**src/rtl/if_stage.sv**
```systemverilog
// Instruction fetch stage: owns the PC, drives the instruction memory address
// and latches the fetched word into the IF/ID pipeline register.
module if_stage #(
  parameter logic [31:0] RESET_PC   = 32'h0000_0000,
  parameter int unsigned IMEM_BYTES = 80
) (
  input  logic        clk,
  input  logic        rst,
  input  logic        stall,
  input  logic        flush,
  input  logic        redirect,
  input  logic [31:0] redirect_pc,
  output logic [31:0] imem_addr,
  input  logic [31:0] imem_data,
  output logic [31:0] ifid_pc,
  output logic [31:0] ifid_ins,
  output logic        ifid_valid,
  output logic        fetch_fault,
  output logic [31:0] fetch_count
);

  localparam logic [31:0] NOP       = 32'h0000_0013;
  localparam logic [31:0] LAST_ADDR = 32'(IMEM_BYTES - 4);

  logic [31:0] pc;
  logic [31:0] pc_next;
  logic [31:0] ifid_pc_next;
  logic [31:0] ifid_ins_next;
  logic        ifid_valid_next;
  logic        fetch_fault_next;
  logic [31:0] fetch_count_next;
  logic        fetch_bad_c;
  logic        squash_c;

  assign imem_addr   = pc;
  assign fetch_bad_c = (pc > LAST_ADDR) || (pc[1:0] != 2'b00);
  assign squash_c    = flush || redirect;

  // Next-state logic; reset is applied in the register process.
  always_comb begin
    pc_next          = pc;
    ifid_pc_next     = ifid_pc;
    ifid_ins_next    = ifid_ins;
    ifid_valid_next  = ifid_valid;
    fetch_fault_next = fetch_fault;
    fetch_count_next = fetch_count;

    if (redirect) begin
      pc_next = {redirect_pc[31:2], 2'b00};
    end else if (!stall) begin
      pc_next = pc + 32'd4;
    end

    if (redirect && (redirect_pc[1:0] != 2'b00)) begin
      fetch_fault_next = 1'b1;
    end

    // Capture happens whenever the stage is not stalled, even on a squash.
    if (!stall) begin
      ifid_pc_next  = pc;
      ifid_ins_next = fetch_bad_c ? NOP : imem_data;
      if (fetch_bad_c) begin
        fetch_fault_next = 1'b1;
      end
    end

    if (squash_c) begin
      ifid_valid_next = 1'b0;
    end else if (!stall) begin
      ifid_valid_next  = 1'b1;
      fetch_count_next = fetch_count + 32'd1;
    end
  end

  always_ff @(posedge clk) begin
    if (rst) begin
      pc          <= RESET_PC;
      ifid_pc     <= 32'd0;
      ifid_ins    <= NOP;
      ifid_valid  <= 1'b0;
      fetch_fault <= 1'b0;
      fetch_count <= 32'd0;
    end else begin
      pc          <= pc_next;
      ifid_pc     <= ifid_pc_next;
      ifid_ins    <= ifid_ins_next;
      ifid_valid  <= ifid_valid_next;
      fetch_fault <= fetch_fault_next;
      fetch_count <= fetch_count_next;
    end
  end

endmodule

```
**config.mk**
```make
export PLATFORM = sky130hd
export DESIGN_NAME = if_stage
export DESIGN_NICKNAME = d
export VERILOG_FILES = /design/src/rtl/if_stage.sv
export SDC_FILE = /design/constraint.sdc
export NUM_CORES = 1
export LEC_CHECK = 0
export CORE_ASPECT_RATIO = 1.75
export CORE_MARGIN = 2
export CORE_UTILIZATION = 30
export DETAILED_ROUTE_END_ITERATION = 8
export DONT_BUFFER_PORTS = 1
export PLACE_DENSITY = 0.46
export SYNTH_ARGS = -nofsm -noshare
export SYNTH_HDL_FRONTEND = slang
export SYNTH_SLANG_ARGS = --single-unit
```
**constraint.sdc**
```tcl
create_clock -name clk -period 5.2 [get_ports clk]
set_clock_uncertainty 0.2 [all_clocks]
set_input_delay 1.04 -clock clk [delete_from_list [all_inputs] [get_ports clk]]
set_output_delay 1.04 -clock clk [all_outputs]
set_load 0.01 [all_outputs]
```
==> flow_metrics.env, run 1 <==
export IMPL_status="complete, no violations"
export IMPL_dieWidth_um=111.0
export IMPL_clkLatencyLatePin_ns=0.42
export IMPL_rsz0062_at_grt="false"
export IMPL_start_util=0.3047
export IMPL_seq_area_frac_synth=0.4194
export IMPL_fin_crit_sh=0.5423
export IMPL_firstDrtPassIters=5
export IMPL_max_slew_margin=0.4457
export IMPL_htree_num_levels=4
export IMPL_drt_iter0_markers=382
export IMPL_required_ns=5.32
export IMPL_rows=68
export IMPL_syn_avg_cell_area_um2=8.284
export IMPL_cts_hold_buf=0
export IMPL_drc=0
export IMPL_rrSetupSlack_ns=2.38
export IMPL_async_flop_share=0
export IMPL_worst_slew_pin_transition_ns=0.8251
export IMPL_avgViaCountPerCell=5.530
export IMPL_drt_wl_total_um=18650
export IMPL_clk_pin_slew_ns=0.06
export IMPL_ys_types=52
export IMPL_r2r_cells=5
export IMPL_drtAntennaViolNets=0
export IMPL_cts_buffers=17
export IMPL_maxSlewViolCount=0
export IMPL_root_buffer="clkbuf_16"
export IMPL_cp_arrival_ns=2.94
export IMPL_maxCapViolations=0
export IMPL_syn_cell_area_um2=6015
export IMPL_die_h_um=191.3
export IMPL_placed_area_um2=6081
export IMPL_port_buffers=0
export IMPL_hold_path_cell_count=2
export IMPL_fin_tns_setup_ns=0
export IMPL_drive_gt1_frac=0.06838
export IMPL_yosysWarnings=0
export IMPL_path_class="register to register"
export IMPL_synth_top_cell_by_area="dfxtp_1"
export IMPL_grt_pass1_wl_um=29090
export IMPL_routedWlPerCell_um=19.69
export IMPL_dp_hpwl_um=12580
export IMPL_min_delay_start="ifid_ins[11]"
export IMPL_crit_fanout=9
export IMPL_antenna_cells=0
export IMPL_synth_ff_type="dfxtp_1"
export IMPL_post_cts_resized=0
export IMPL_crit_start="imem_addr[2]"
export IMPL_grt_ovfl_total=0
export IMPL_ys_ff_latch=126
export IMPL_ir_drop_uv=191.7
export IMPL_finalHoldViolCount=0
export IMPL_regArea_um2=2522
export IMPL_place_gp_congestion=0.7944
export IMPL_multi_input_area_um2=3072
export IMPL_powerDensity_nw_per_um2=374.0
export IMPL_grt_max_degree=137
export IMPL_r2r_start="imem_addr[2]"
export IMPL_via_count=5237
export IMPL_post_synth_top_area_fraction=0.4194
export IMPL_power_leakage_nw=2.361
export IMPL_hold_class="register to register"
export IMPL_tritoncts="yes"
export IMPL_stdcell_area_um2=6775
export IMPL_coreArea_um2=19740
export IMPL_io_pins=199
export IMPL_track_usage=0.1723
export IMPL_cp_end_kind="register"
export IMPL_postCtsSetupBuffers=0
export IMPL_critPathLaunchType="register"
export IMPL_antenna_found_initial=0
export IMPL_endpoint="imem_addr[20]"
export IMPL_clock_path_buffers=2
export IMPL_synth_area_leaders="dfxtp_1, or4_1, mux2i_1, a21oi_1, nor2_1"
export IMPL_clock_sinks=126
export IMPL_syn_to_final_growth_pct=12.65
export IMPL_r2r_end="imem_addr[20]"
export IMPL_netlist_instances=726
export IMPL_period_needed_ns=2.820
export IMPL_fillers=2082
export IMPL_setup_violations=0
export IMPL_synth_edf_count=0
export IMPL_final_nets=760
export IMPL_fmax_mhz=354.6
export IMPL_die_area_um2=21240
export IMPL_grt_pass1_vias=5155
worst min-delay path by stage:
stage	to	slack (ns)
after CTS	ifid_ins[26]	0.31
final	ifid_ins[11]	0.31
after global routing	ifid_ins[26]	0.33
after floorplan	fetch_fault	0.28
after global placement	ifid_ins[30]	0.30
after detailed placement	ifid_ins[26]	0.30
critical path, cell delays in order, from the launching register on:
cell and delay, ns:
dfxtp_1 0.52, ha_1 0.24, nand4_1 0.41, nor4_1 0.61, or3b_2 0.49, a311oi_1 0.26
routing by layer:
metal,wire length [µm],GRT usage,up-vias
li1,-,-,2535
met1,7343,0.1923,2496
met2,9592,0.3004,173
met3,1139,0.05295,33
met4,571,0.07882,0
met5,0,0,-
cells by family (layout without fill, tap and decap cells):
logic type	Yosys count	in the layout	synth area share
simple gates	307	307	0.2765
flops	126	126	0.4194
compound gates	125	125	0.1329
buf+inv	106	79	0.07177
mux	37	37	0.06262
xor+xnor	22	22	0.03204
fa+ha+maj	2	2	0.004160
other cells	1	4	0.0006235
flip-flops by register name, summed over array words and instances (netlist names):
| register | cells |
|---|---|
| fetch_count | 32 |
| fetch_fault | 1 |
| ifid_ins | 32 |
| ifid_pc | 30 |
| ifid_valid | 1 |
| imem_addr | 30 |
stage by stage:
stage	setup slack (ns)	power (mW)	instances	hold slack, ns	utilization
after detailed placement	2.079	1.165	914	0.2960	0.3081
after floorplan	2.059	1.164	729	0.2840	-
final	2.380	2.534	947	0.3090	0.3432
after global placement	2.098	1.163	914	0.2978	0.3081
after global routing	2.178	2.621	947	0.3300	0.3432
after CTS	2.051	2.569	946	0.3100	0.3425
where the power goes:
part / internal [mW] / leakage, nW / switching (mW)
combinational: 0.0443 / 1.01 / 0.0450
clock: 0.913 / 0.326 / 0.476
sequential: 0.993 / 1.03 / 0.0619
cells in the final DEF (no fill, tap or decap), types with 12 or more instances in the layout:
cell	count
nor3_1	19
nand2_1	56
nand3_1	18
and3_1	13
xnor2_1	18
or4_1	43
inv_1	44
nand4_1	21
clkbuf_16	17
dfxtp_1	126
nor2_1	72
o31ai_1	12
a21oi_1	56
nor4_1	18
mux2i_1	32
or3_1	12
layout make-up:
class | count | area share
clock buffer | 18 | 0.06482
multi-input combinational | 497 | 0.4534
inverter | 44 | 0.02438
sequential | 126 | 0.3723
clock inverter | 14 | 0.03546
timing repair buffer | 3 | 0.004432
tap | 245 | 0.04524
Yosys cell counts (5+ instances only):
cell and count:
nand2_1 56, nand3_1 18, nor2_1 72, o21bai_1 7
clkbuf_1 49, and4_1 7, and3_1 13, a2111oi_0 5
or3_1 12, inv_1 44, nor3_1 19, a311oi_1 8
nor4_1 18, a211oi_1 10, a21oi_1 56, xnor2_1 18
mux2i_1 32, dfxtp_1 126, nor2b_1 11, nand4_1 21
o31ai_1 12, mux2_2 5, or4_1 43, o21ai_0 11
(Power assumes the default switching activity.)
==> run 2: changes to the inputs <==
--- a/config.mk
+++ b/config.mk
@@ -10,7 +10,7 @@
 export CORE_UTILIZATION = 30
 export DETAILED_ROUTE_END_ITERATION = 8
 export DONT_BUFFER_PORTS = 1
-export PLACE_DENSITY = 0.46
+export PLACE_DENSITY = 0.47
 export SYNTH_ARGS = -nofsm -noshare
 export SYNTH_HDL_FRONTEND = slang
 export SYNTH_SLANG_ARGS = --single-unit
==> constraint.sdc (replaced) <==
create_clock -name clk -period 2.56 [get_ports clk]
set_clock_uncertainty 0.2 [all_clocks]
set_input_delay 0.512 -clock clk [delete_from_list [all_inputs] [get_ports clk]]
set_output_delay 0.512 -clock clk [all_outputs]
set_load 0.01 [all_outputs]
==> run 2 against run 1 <==
Total power is 92% higher. Worst setup slack worse by 2.3 ns. Critical endpoint is now fetch_fault. Wire length is 6.8% higher. Final cell count is 6.3% higher. Critical path type unchanged. Non-clock buffer count is 61 higher. Highest routed layer unchanged. Worst hold slack worse by 0.28 ns. Sequential share of layout area is 2.2 points lower.
==> flow_metrics.env, run 2 (synthesis gave the netlist of run 1 again) <==
export IMPL_fin_crit_sh=0.9582
export IMPL_wl_met3_um=1275
export IMPL_clk_pin_slew_ns=0.06
export IMPL_path_class="register to register"
export IMPL_wl_met2_um=10670
export IMPL_maxCapViolations=0
export IMPL_drc=0
export IMPL_dieWidth_um=111.0
export IMPL_place_ws_ns=0.05836
export IMPL_io_pins=199
export IMPL_status="complete, no violations"
export IMPL_max_stage_delay_ns=0.55
export IMPL_hold_path_cell_count=1
export IMPL_r2r_start="imem_addr[19]"
export IMPL_powerDensity_nw_per_um2=676.3
export IMPL_drt_iter0_markers=300
export IMPL_rows=68
export IMPL_grt_pass1_vias=5381
export IMPL_required_ns=2.67
export IMPL_fin_tns_setup_ns=0
export IMPL_grt_pass1_wl_um=30480
export IMPL_worst_path_most_repeated_cell="buf_4"
export IMPL_avgViaCountPerCell=5.491
export IMPL_multi_input_area_um2=3072
export IMPL_power_leakage_nw=2.646
export IMPL_max_slew_margin=0.6678
export IMPL_start_util=0.3047
export IMPL_cp_end_kind="register"
export IMPL_track_usage=0.1834
export IMPL_power_switching_mw=1.160
export IMPL_die_h_um=191.3
export IMPL_tritoncts="yes"
export IMPL_clock_sinks=126
export IMPL_place_gp_congestion=0.8319
export IMPL_post_cts_resized=0
export IMPL_via_count=5529
export IMPL_setup_violations=0
export IMPL_htree_num_levels=4
export IMPL_r2r_cells=7
export IMPL_p_total_mw=4.865
export IMPL_routedWlPerCell_um=19.77
export IMPL_crit_chain="buf_4 > nor4_1 > nand4_1 > buf_4 > o21bai_1 > a31oi_1 > dlygate4sd3_1"
export IMPL_fmax_mhz=407.6
export IMPL_fin_ws_ns=0.1069
export IMPL_firstDrtPassIters=5
export IMPL_critPathLaunchType="register"
export IMPL_dp_cells=960
export IMPL_dp_hpwl_um=13470
export IMPL_syn_to_final_growth_pct=19.62
export IMPL_rsz0062_at_grt="false"
export IMPL_postCtsSetupBuffers=0
export IMPL_swShare=0.2385
export IMPL_hold_class="input port to register"
export IMPL_clock_path_buffers=2
export IMPL_drive_gt1_frac=0.1181
export IMPL_die_area_um2=21240
export IMPL_regArea_um2=2522
export IMPL_crit_fanout=33
export IMPL_cts_hold_buf=16
export IMPL_root_buffer="clkbuf_16"
export IMPL_final_common_cell="dfxtp_1"
export IMPL_rrSetupSlack_ns=0.11
export IMPL_slowest_stage="dlygate4sd3_1"
export IMPL_worst_slew_pin_transition_ns=0.4937
export IMPL_final_nets=821
export IMPL_mostFrequentLayoutCells="dfxtp_1, nor2_1, a21oi_1, nand2_1, buf_4"
export IMPL_final_util=0.3645
export IMPL_clkLatencyLatePin_ns=0.42
export IMPL_min_delay_start="rst"
export IMPL_power_frac_clock=0.504
export IMPL_grt_ovfl_total=0
export IMPL_antenna_cells=0
export IMPL_cp_arrival_ns=2.56
export IMPL_seq_power_share=0.430
export IMPL_drt_wl_total_um=19910
export IMPL_comb_power_share=0.066
export IMPL_r2r_end="fetch_fault"
export IMPL_top_layer_used="met4"
export IMPL_finalHoldViolCount=0
export IMPL_cts_buffers=17
export IMPL_port_buffers=0
export IMPL_largestRegisters="fetch_count: 32 flops, ifid_ins: 32 flops"
export IMPL_min_to="imem_addr[22]"
export IMPL_period_needed_ns=2.453
export IMPL_antenna_found_initial=0
export IMPL_coreArea_um2=19740
export IMPL_ir_drop_uv=349.2
export IMPL_power_internal_mw=3.705
export IMPL_grt_max_degree=120
export IMPL_drtAntennaViolNets=0
export IMPL_fillers=2044
export IMPL_maxSlewViolCount=0
export IMPL_stdcell_count=1007
export IMPL_m1WireLength_um=7347
-- run 2: changes by cell type in the layout (fill, tap and decap cells not counted) --
| cell | previous run | this run |
|---|---|---|
| buf_4 | 2 | 48 |
| dlygate4sd3_1 | 0 | 15 |
| bufinv_16 | 6 | 3 |
| clkbuf_1 | 0 | 3 |
| clkinv_4 | 4 | 2 |
| buf_16 | 0 | 1 |
| buf_8 | 1 | 0 |
| clkinvlp_4 | 2 | 3 |
-- run 2: layer usage --
metal	vias up	GRT usage
met3	35	0.05549
met4	0	0.08452
met5	-	0
li1	2648	-
met1	2638	0.1916
met2	208	0.3360
-- run 2: worst max-delay path, delay by kind of cell, from the launching register on --
kind | cells | cell delay [ns]
buf+inv | 3 | 0.99
compound gates | 2 | 0.24
simple gates | 2 | 0.60
flops | 1 | 0.31
-- run 2: cell type report --
| cell class | count | area share |
|---|---|---|
| repair buffers | 64 | 0.07478 |
| clock buffers | 21 | 0.06261 |
| flip-flops and latches | 126 | 0.3506 |
| inverters | 44 | 0.02296 |
| clock inverters | 10 | 0.01948 |
| well taps | 245 | 0.04261 |
| multi-input cells | 497 | 0.4270 |
-- run 2: power by group through the flow --
stage                     Combinational, mW  Clock (mW)  Sequential (mW)
final                                 0.323        2.45             2.09
after global routing                  0.358        2.59             2.10
after CTS                             0.325        2.52             2.09
after detailed placement              0.279           0             2.13
after global placement                0.274           0             2.13
after floorplan                       0.229           0             2.14
-- run 2: worst max path at each step --
stage	startpoint	to	slack [ns]
finish	imem_addr[19]	fetch_fault	0.11
floorplan	redirect	fetch_count[26]	-0.04
global placement	stall	fetch_count[21]	0.06
detailed placement	stall	fetch_count[31]	0.06
global route	imem_addr[19]	fetch_fault	0.03
CTS	imem_addr[13]	fetch_fault	0.09
-- run 2: per-stage QoR --
step | cell area (µm²) | hold slack, ns
floorplan | 6028 | 0.2840
global placement | 6426 | 0.2975
detailed placement | 6426 | 0.2982
CTS | 7194 | 0.006699
global route | 7194 | 0.01071
finish | 7194 | 0.03390
